--- src/rtl/noise_ctrl_if.sv ---
// Purpose : bundles the noise control front end's strobes, control data and LFSR-side outputs.
// Latency : none, wires only.
// Backpr. : none; every signal is a one-cycle strobe or a level.
// Ports   : clk_en/wr/wr_data/tone3_out flow master->slave; noise_clk/mode/lfsr_rst flow slave->master.
interface noise_ctrl_if;
    logic       clk_en;     // one-cycle chip prescale tick
    logic       wr;         // noise control register write strobe
    logic [2:0] wr_data;    // [2]=FB, [1:0]=NF
    logic       tone3_out;  // tone channel 3 square level
    logic       noise_clk;  // one-cycle LFSR shift enable
    logic       mode;       // 1 = white-noise feedback
    logic       lfsr_rst;   // one-cycle LFSR seed reload

    modport master (
        output clk_en, wr, wr_data, tone3_out,
        input  noise_clk, mode, lfsr_rst
    );

    modport slave (
        input  clk_en, wr, wr_data, tone3_out,
        output noise_clk, mode, lfsr_rst
    );
endinterface

--- src/rtl/noise_ctrl.sv ---
// Purpose : noise channel control register, LFSR shift-rate divider / tone-3 edge source, reseed pulse.
// Latency : noise_clk and lfsr_rst are registered, 1 cycle after the qualifying tick/edge/write; mode follows ctrl.
// Backpr. : none; a write in the same cycle as a tick or tone-3 edge wins and that shift event is dropped.
// Ports   : clk, rst (sync, active high); bus = noise_ctrl_if.slave (clk_en, wr, wr_data, tone3_out in;
//           noise_clk, mode, lfsr_rst out).
module noise_ctrl #(
    parameter int DIV_BASE = 16,
    parameter int CNT_W    = 7
) (
    input  logic         clk,
    input  logic         rst,
    noise_ctrl_if.slave  bus
);

    localparam logic [1:0] NF_TONE3 = 2'b11;

    logic [2:0]       ctrl_q,      ctrl_d;
    logic [CNT_W-1:0] cnt_q,       cnt_d;
    logic             phase_q,     phase_d;
    logic             tone3_q,     tone3_d;
    logic             noise_clk_q, noise_clk_d;
    logic             lfsr_rst_q,  lfsr_rst_d;

    // Half-period reload value for a shift-rate select. NF=11 is never passed in:
    // in that mode the counter is left untouched.
    function automatic logic [CNT_W-1:0] reload(input logic [1:0] nf);
        logic [CNT_W-1:0] r;
        case (nf)
            2'b00:   r = CNT_W'(DIV_BASE);
            2'b01:   r = CNT_W'(2 * DIV_BASE);
            default: r = CNT_W'(4 * DIV_BASE);
        endcase
        return r;
    endfunction

    always_comb begin
        ctrl_d      = ctrl_q;
        cnt_d       = cnt_q;
        phase_d     = phase_q;
        noise_clk_d = 1'b0;
        lfsr_rst_d  = 1'b0;
        // Track tone 3 every cycle so entering NF=11 never sees a stale rising edge.
        tone3_d     = bus.tone3_out;

        if (bus.wr) begin
            // A write overrides any tick or tone-3 edge arriving in the same cycle.
            ctrl_d     = bus.wr_data;
            phase_d    = 1'b0;
            lfsr_rst_d = 1'b1;
            if (bus.wr_data[1:0] != NF_TONE3) begin
                cnt_d = reload(bus.wr_data[1:0]);
            end
        end else if (ctrl_q[1:0] == NF_TONE3) begin
            noise_clk_d = bus.tone3_out & ~tone3_q;
        end else if (bus.clk_en) begin
            if (cnt_q == CNT_W'(1)) begin
                cnt_d       = reload(ctrl_q[1:0]);
                phase_d     = ~phase_q;
                // Only the 0->1 phase toggle shifts the LFSR: one shift per full period.
                noise_clk_d = ~phase_q;
            end else begin
                cnt_d = cnt_q - CNT_W'(1);
            end
        end
    end

    always_ff @(posedge clk) begin
        if (rst) begin
            ctrl_q      <= 3'b000;
            cnt_q       <= CNT_W'(DIV_BASE);
            phase_q     <= 1'b0;
            tone3_q     <= 1'b0;
            noise_clk_q <= 1'b0;
            lfsr_rst_q  <= 1'b0;
        end else begin
            ctrl_q      <= ctrl_d;
            cnt_q       <= cnt_d;
            phase_q     <= phase_d;
            tone3_q     <= tone3_d;
            noise_clk_q <= noise_clk_d;
            lfsr_rst_q  <= lfsr_rst_d;
        end
    end

    assign bus.noise_clk = noise_clk_q;
    assign bus.lfsr_rst  = lfsr_rst_q;
    assign bus.mode      = ctrl_q[2];

endmodule
--- src/flat_wrapper.sv ---
// flat-port wrapper written by rule: the top's interface ports become plain ports
module noise_ctrl_flat 
#(
    parameter int DIV_BASE = 16,
    parameter int CNT_W    = 7
)
  (clk, rst, bus_clk_en, bus_wr, bus_wr_data, bus_tone3_out, bus_noise_clk, bus_mode, bus_lfsr_rst);
  noise_ctrl_if bus_i ();
  input  logic clk;
  input  logic rst;
  input wire logic [$bits(bus_i.clk_en)-1:0] bus_clk_en;
  input wire logic [$bits(bus_i.wr)-1:0] bus_wr;
  input wire logic [$bits(bus_i.wr_data)-1:0] bus_wr_data;
  input wire logic [$bits(bus_i.tone3_out)-1:0] bus_tone3_out;
  output wire logic [$bits(bus_i.noise_clk)-1:0] bus_noise_clk;
  output wire logic [$bits(bus_i.mode)-1:0] bus_mode;
  output wire logic [$bits(bus_i.lfsr_rst)-1:0] bus_lfsr_rst;
  assign bus_i.clk_en = bus_clk_en;
  assign bus_i.wr = bus_wr;
  assign bus_i.wr_data = bus_wr_data;
  assign bus_i.tone3_out = bus_tone3_out;
  assign bus_noise_clk = bus_i.noise_clk;
  assign bus_mode = bus_i.mode;
  assign bus_lfsr_rst = bus_i.lfsr_rst;
  noise_ctrl #(.DIV_BASE(DIV_BASE), .CNT_W(CNT_W)) u_core (.clk(clk), .rst(rst), .bus(bus_i));
endmodule
--- config.mk ---
export PLATFORM = sky130hd
export DESIGN_NAME = noise_ctrl_flat
export DESIGN_NICKNAME = d
export VERILOG_FILES = /design/src/rtl/noise_ctrl_if.sv /design/src/rtl/noise_ctrl.sv /design/src/flat_wrapper.sv
export SDC_FILE = /design/constraint.sdc
export NUM_CORES = 1
export LEC_CHECK = 0
export ABC_AREA = 1
export ABC_CLOCK_PERIOD_IN_PS = 1250
export BUFFER_PORTS_ARGS = -buffer_cell sky130_fd_sc_hd__buf_4
export CAP_MARGIN = 30
export CORE_MARGIN = 2
export CORE_UTILIZATION = 40
export CTS_BUF_LIST = sky130_fd_sc_hd__clkbuf_4 sky130_fd_sc_hd__clkbuf_8
export CTS_CLUSTER_DIAMETER = 40
export DETAILED_ROUTE_END_ITERATION = 10
export GPL_ROUTABILITY_DRIVEN = 0
export SKIP_CTS_REPAIR_TIMING = 1
export SLEW_MARGIN = 10
export SYNTH_ARGS = -nofsm -noshare
export SYNTH_HDL_FRONTEND = slang
export SYNTH_SLANG_ARGS = --single-unit
--- constraint.sdc ---
create_clock -name clk -period 1.25 [get_ports clk]
set_input_delay 0 -clock clk [delete_from_list [all_inputs] [get_ports clk]]
set_output_delay 0 -clock clk [all_outputs]
set_load 0.01 [all_outputs]
==> summary.md, run 1 <==
STA classifies the critical path endpoint as a flip-flop. IR analysis of the VDD net gives a maximum drop of 0.000744 V. The synthesized design spends more area on one cell type than any other, namely dfxtp_1. For this design, the slowest cell found on the critical path is dfxtp_2.

The run gives 117 as the number of nets in the synthesized netlist. Setup repair after global routing could not meet its margin everywhere. The tools report the share of power burned in combinational logic as 22.8%. The clock net in this run drives a total of 14 sinks. The run finished with clean final reports. In this run the deepest clock path goes through 2 buffers. The run gives 0 as the final hold violation count.

The clock network burns 30.4% of the power. Detailed placement finished with a half-perimeter wire length of 1120 µm. The part of the cycle the worst path needs was 99.9%.

Summing the sequential cell areas from Yosys gives 38.4% of the chip area. Power spread over the standard cell area amounts to 1100 nW/µm². Of the total power, the share spent switching nets is 30.2%.

The count of buffer and inverter cells on the critical path works out to 1. The worst setup path is of the reg2reg kind. Counting stages on the worst path, the most repeated cell is nand2_1. After synthesis the cells add up to 731 µm². The logs give 0 for the total of max-cap violations and 0 for the number of diodes.

The overall track demand over capacity in global routing was 15.9%. Post-layout minimum cycle time: 1.25 ns. In this run, synthesis produced a sequential element count of 14. The upper clock frequency limit was 0.801 GHz; the number of setup violations in the final report was 0. The number of pins exceeding their max-slew limit in the final report is 0. By area the synthesized netlist is led by dfxtp_1 (38%), nand2_1 (13%), nor2_1 (8.7%). The signal on the critical path passes through inv_1 -> ha_2 -> nand2_1 -> nand2_1 -> nand2_1 -> nand3_1 -> nand3_1 -> nand2_1 -> nand2_1. Worst hold slack: 0.00949 ns. Data on the critical path is required at its endpoint by 1.44 ns. The setup slack of the worst register-to-register path was 0.002 ns; the filler cell count was 186.

Yosys printed 0 warnings. The final layout contains 136 nets. After detailed routing, the number of vias per cell comes to 4.78. The standard-cell row count is 15, and the die width is 46.7 µm.

The internal power of the cells totals 760 µW. On the final layout, the worst clock skew is 0.00412 ns. Global routing finished with a remaining overflow of 0. Measured against its own limit, the worst slew margin works out to 84.1%. For this design the total switching power over the nets is 328 µW.

A synthesized cell averages 6.83 µm². For the leakage power, the log shows 0.431 nW. 11 I/O pins were placed.

The kind of cell with the highest combined delay along the critical path is simple AND/OR/NAND/NOR gates. Counting the buffers created by CTS gives 3. At the pin with the least slew margin, the transition time is 0.236 ns. Counting every instance in the synthesized netlist gives 107.

Count of H-tree levels built during CTS: 1. TritonCTS built the clock tree. The tools report the post-layout instance area as 985 µm².

From synthesis to final layout, the design area changed by 34.8%. Initial antenna violation count: 0. Clock insertion delay at the later pin of the skew report: 0.28 ns. The count of TritonRoute iterations in the first routing pass is 4. The buffer type at the clock tree root is clkbuf_4.

From bottom edge to top edge, the die measures 46.7 µm. In the final routed layout, each cell accounts on average for 11.1 µm. Of all nets on the critical path, the largest fanout is 5.

The number of DRC markers in iteration 0 is 10, and the clock-pin slew on the worst setup and hold paths is 0.09 ns. The netlist uses 20 different library cells. The number of global-route vias before repair is 577, and the sequential fraction of design power is 46.8%.

During placement, the flow inserted port buffers numbering 10. The routed design has 1670 µm of wire. The share of final-layout standard cells stronger than drive strength 1 works out to 31.2%. The tools report the starting density of the core as 42.3%. For the worst setup path, the data arrival time is 1.43 ns.

The run gives 0 as the antenna violation net count after detailed routing. STA classifies the critical path startpoint as a flip-flop. The total vias in the final route was 717. Entering global routing, the biggest net connects 10 pins.

The die covers 2180 µm². The DRC violation count after routing is 0. The wire length of the first global-routing pass came out at 2410 µm. The path type of the worst min-delay path was in2reg. For the instance area after placement, the log shows 833 µm².

The total area inside the core boundary comes to 1730 µm². The longest individual stage delay on the worst path is 0.35 ns, and the area fraction of the dominant cell type after synthesis is 38.4%.
[power by group through the flow]
stage | combinational, mW | sequential, mW | clock [mW]
after floorplan | 0.149 | 0.508 | 0
after global placement | 0.205 | 0.512 | 0
after detailed placement | 0.207 | 0.513 | 0
after CTS | 0.210 | 0.502 | 0.343
after global routing | 0.277 | 0.513 | 0.359
final | 0.248 | 0.509 | 0.331
[logic make-up (layout without fill, tap and decap cells)]
logic type	after synthesis	count (layout)	synth area share [%]
adders and majority gates	2	2	3.42
and+or+nand+nor	56	56	32.5
DFF	14	14	38.4
AOI/OAI and AO/OA	18	18	15.6
xor gates and xnor gates	2	2	2.40
buffers and inverters	15	33	7.70
[sequential cells by signal (all words and copies together), names as in the netlist]
register and cells:
u_core.bus.lfsr_rst 1, u_core.cnt_q 7, u_core.bus.noise_clk 1, u_core.tone3_q 1, u_core.phase_q 1, u_core.ctrl_q 3
[cell usage in the layout, fill, tap and decap left out, types with 3 or more instances in the layout]
master / synthesis / final
a21oi_2: 1 / 5
nor2_2: 2 / 3
nor2_1: 17 / 14
buf_4: 0 / 11
a21oi_1: 7 / 3
clkbuf_4: 0 / 3
nand2_2: 1 / 3
nand3_1: 9 / 8
dfxtp_1: 14 / 12
inv_1: 12 / 10
o21ai_0: 5 / 5
inv_2: 2 / 4
dlygate4sd3_1: 0 / 4
nand2_1: 25 / 23
[worst min-delay path, stage by stage]
cell	delay [ns]
buf_4	0.12
nand3_2	0.09
a21oi_2	0.05
[synthesized netlist by cell type, drive strengths merged]
library cell   n
nand4          1
nand2         26
o22ai          1
xor2           2
ha             2
a21oi          9
clkbuf         1
dfxtp         14
inv           14
o21ai          5
nand3         10
o21a           1
o21bai         2
nor2          19
[worst paths after layout]
path                                               startpoint                         endpoint  cells past startpoint
worst max-delay path             u_core.cnt_q[0]$_SDFFE_PP0P_     u_core.cnt_q[4]$_SDFFE_PP1P_                      9
worst min-delay path                               bus_clk_en  u_core.bus.noise_clk$_SDFF_PP0_                      3
worst max register to register   u_core.cnt_q[0]$_SDFFE_PP0P_     u_core.cnt_q[4]$_SDFFE_PP1P_                      9
worst min register to register  u_core.ctrl_q[2]$_SDFFE_PP0P_    u_core.ctrl_q[2]$_SDFFE_PP0P_                      2
[area by class of cell]
class	instances	area [µm²]	area share (%)
tap	25	31.3	3.18
sequential	14	283	28.7
timing repair buffer	15	123	12.5
clock buffer	4	36.3	3.68
multi-input combinational	78	459	46.6
inverter	14	52.6	5.34
[routing by layer]
layer,vias up,global-route usage (%),share of wire (%)
li1,376,-,-
met2,14,22.2,48
met3,4,3.46,4.4
met4,0,8.33,1.7
met5,-,0,0
met1,323,22.7,46
[per-stage QoR]
step	power [mW]	std cells	worst slack, ns	TNS (ns)	util, %
global placement	0.717	141	0.0000288	0	48.3
detailed placement	0.720	141	-0.0632	-0.0757	48.3
finish	1.09	150	0.00168	0	57.0
CTS	1.06	145	-0.0880	-0.164	50.4
floorplan	0.657	107	0.102	0	-
global route	1.15	150	-0.0967	-0.404	57.0
Power figures use the tool's default switching activity.
==> run 2: changes to the inputs <==
- CORE_MARGIN: 2 -> 5
- SLEW_MARGIN: 10 -> default
==> run 2 against run 1 <==
  * Clock power is 1% higher
  * Core utilization increased by 0.29 points
  * Via count grew 3.9%
  * Sequential share of layout area rose by 0.11 points
  * Worst setup slack improved by 0.010 ns
  * Largest cell class unchanged
  * Register-to-register slack hardly changed
  * Cell area grew 0.51%
  * Sequential power about the same
  * Non-clock buffer count rose by 1
  * Total power rose by 0.90%
  * Clock-buffer cell count unchanged
==> summary.md, run 2 (synthesis gave the netlist of run 1 again) <==
Overflow left after global routing: 0. The tools report the element type at the critical path start as a flip-flop. The tools report the type of element capturing the critical path as a flip-flop. The run gives 0.000757 V as the largest voltage drop on the vdd net. The floorplan step defined a die boundary enclosing 2780 µm². The initial antenna violation count was 0.

The critical path is of the reg2reg type. The placeable core region was 1730 µm²; the transition time of the tightest slew-check pin was 0.264 ns. The hold-critical path depth was 3; the number of cell instances on the worst register-to-register path was 8.

Worst hold slack: 0.0240 ns. Summed over all failing endpoints, the final setup total negative slack is 0 ns. Entering global routing, the biggest net connects 10 pins. For this run, the detailed router's first-pass iteration total came to 4. Max-cap violations in this run came to 0. Buffers placed on the I/O ports in this run total 10. Dividing the detail-routed via count by the number of cells gives 4.93. Setup repair after global routing could not meet its margin everywhere.

The net count reported at finish is 137. For the wire length of the first global-routing pass, the log shows 2750 µm. Buffers inserted during clock tree synthesis total 3. Leaving out filler cells and counting taps, the final layout contains 151. The root buffer cell chosen for the clock tree is clkbuf_4.

The number of diodes is 0. TritonCTS built the clock tree. For the number of top-level pins, the log shows 11.

Once detail routing completed, the nets flagged for antenna violations numbered 0. The share of final-layout standard cells stronger than drive strength 1 is 28.6%. The logs give 82.2% for the worst max-slew margin expressed relative to the limit and 141 for the number of placed cells counting well taps. Number of global-route vias before repair: 670. The largest individual stage delay along the critical path comes from the cell dfxtp_4. The run finished with clean final reports.

Summing internal, switching and leakage power gives 1.10 mW. Compared with the post-synthesis result, the final layout area differs by 35.4%. The floorplan die height was 52.7 µm; the required time at the endpoint of the critical path was 1.43 ns.

The tools report the number of DRC markers in iteration 0 as 18. After detailed routing, the number of remaining DRC violations is 0. Biggest fanout along the worst timing path: 8. For the final hold violation count, the log shows 0.

The tools report the final wirelength as 1680 µm. Based on the critical path, the design can be clocked at up to 0.808 GHz. The run gives 0.28 ns as the clock insertion delay at the later pin of the skew report.

Leaving out fill and tap cells, the most frequent cell in the layout is nand2_1. For the finished layout, the period the worst path requires is 1.24 ns. Clock tree synthesis found a total of 14 sinks. For the final database, setup skew stands at 0.00287 ns. The number of pins exceeding their max-slew limit in the final report is 0, and the part of the cycle the worst path needs is 99.0%.

Detailed placement ended at an HPWL of 1170 µm. Walking the worst path, the cells encountered are inv_4 -> ha_4 -> inv_2 -> nor2_4 -> nand3_4 -> buf_4 -> nand3_1 -> a21oi_1. The tools report the leakage power as 0.445 nW. Maximum buffer depth of the clock tree: 2. The run gives 1 as the count of H-tree levels built during CTS. The die width works out to 52.7 µm.

Row generation in the floorplan step produced 15 rows. The path type of the worst min-delay path was in2reg. The tools report the critical path arrival as 1.42 ns.

The clock-pin slew on the worst setup and hold paths was 0.09 ns. The library cells used most frequently in the layout, excluding fill and tap cells, are nand2_1 (24), nor2_1 (14), buf_4 (12), dfxtp_1 (12), inv_1 (9). For this design the ratio of total power to cell area is 1110 nW/µm².

In this design, the stage delay of the slowest critical-path cell is 0.36 ns. Global routing consumed, over all layers together, 13.1% of the routing resources. The register bank with the most flops was u_core.cnt_q. Setup violations remaining at the end of the flow were counted as 0. The register with the most flip-flops in the layout has 7 of them. Dividing the detail-routed wire length by the instance count gives 11.1 µm. For this block, the via count after detailed routing is 745.

The largest registers in the layout are u_core.cnt_q (7), u_core.ctrl_q (3). The tools report the starting density of the core as 42.3%.
## run 2: cell type report
| cell class | count | area (µm²) |
|---|---|---|
| Clock buffer | 4 | 36.3 |
| Timing Repair Buffer | 16 | 130 |
| Tap cell | 25 | 31.3 |
| Fill cell | 168 | 737 |
| Sequential cell | 14 | 285 |
| Inverter | 14 | 55.1 |
| Multi-Input combinational cell | 78 | 452 |
## run 2: through the flow
step | util (%) | area, µm² | worst slack (ns)
finish | 57.3 | 990 | 0.0120
global route | 57.3 | 990 | -0.0499
CTS | 50.4 | 870 | -0.0788
detailed placement | 48.3 | 833 | -0.0601
global placement | 48.3 | 833 | -0.00347
floorplan | - | 731 | 0.102
## run 2: path summary, 6_finish.rpt
check,start,end,slack [ns]
setup / recovery,u_core.cnt_q[1]$_SDFFE_PP0P_,u_core.cnt_q[5]$_SDFFE_PP0P_,0.01
hold / removal,bus_clk_en,u_core.bus.noise_clk$_SDFF_PP0_,0.02
setup reg to reg,u_core.cnt_q[1]$_SDFFE_PP0P_,u_core.cnt_q[5]$_SDFFE_PP0P_,0.01
hold reg to reg,u_core.ctrl_q[2]$_SDFFE_PP0P_,u_core.ctrl_q[2]$_SDFFE_PP0P_,0.48
## run 2: worst max-delay path, delay by kind of cell, from the launching register on
| family | cells | cell delay [ns] |
|---|---|---|
| and+or+nand+nor | 3 | 0.31 |
| buffers and inverters | 3 | 0.27 |
| AOI/OAI and AO/OA | 1 | 0.06 |
| DFF | 1 | 0.36 |
| adders and majority gates | 1 | 0.13 |
## run 2: per-layer routing
metal  vias to the layer above  wire, µm  global-route usage (%)
li1                        379         -                       -
met1                       337       816                    18.6
met4                         0        27                    5.11
met5                         -         0                       0
met2                        24       755                    18.8
met3                         5        81                    2.85
## run 2: power breakdown
part           total [mW]  internal (mW)  switching [mW]
Clock               0.335          0.177           0.157
Combinational       0.253          0.112           0.142
Sequential          0.510          0.477          0.0331
Total                1.10          0.766           0.332
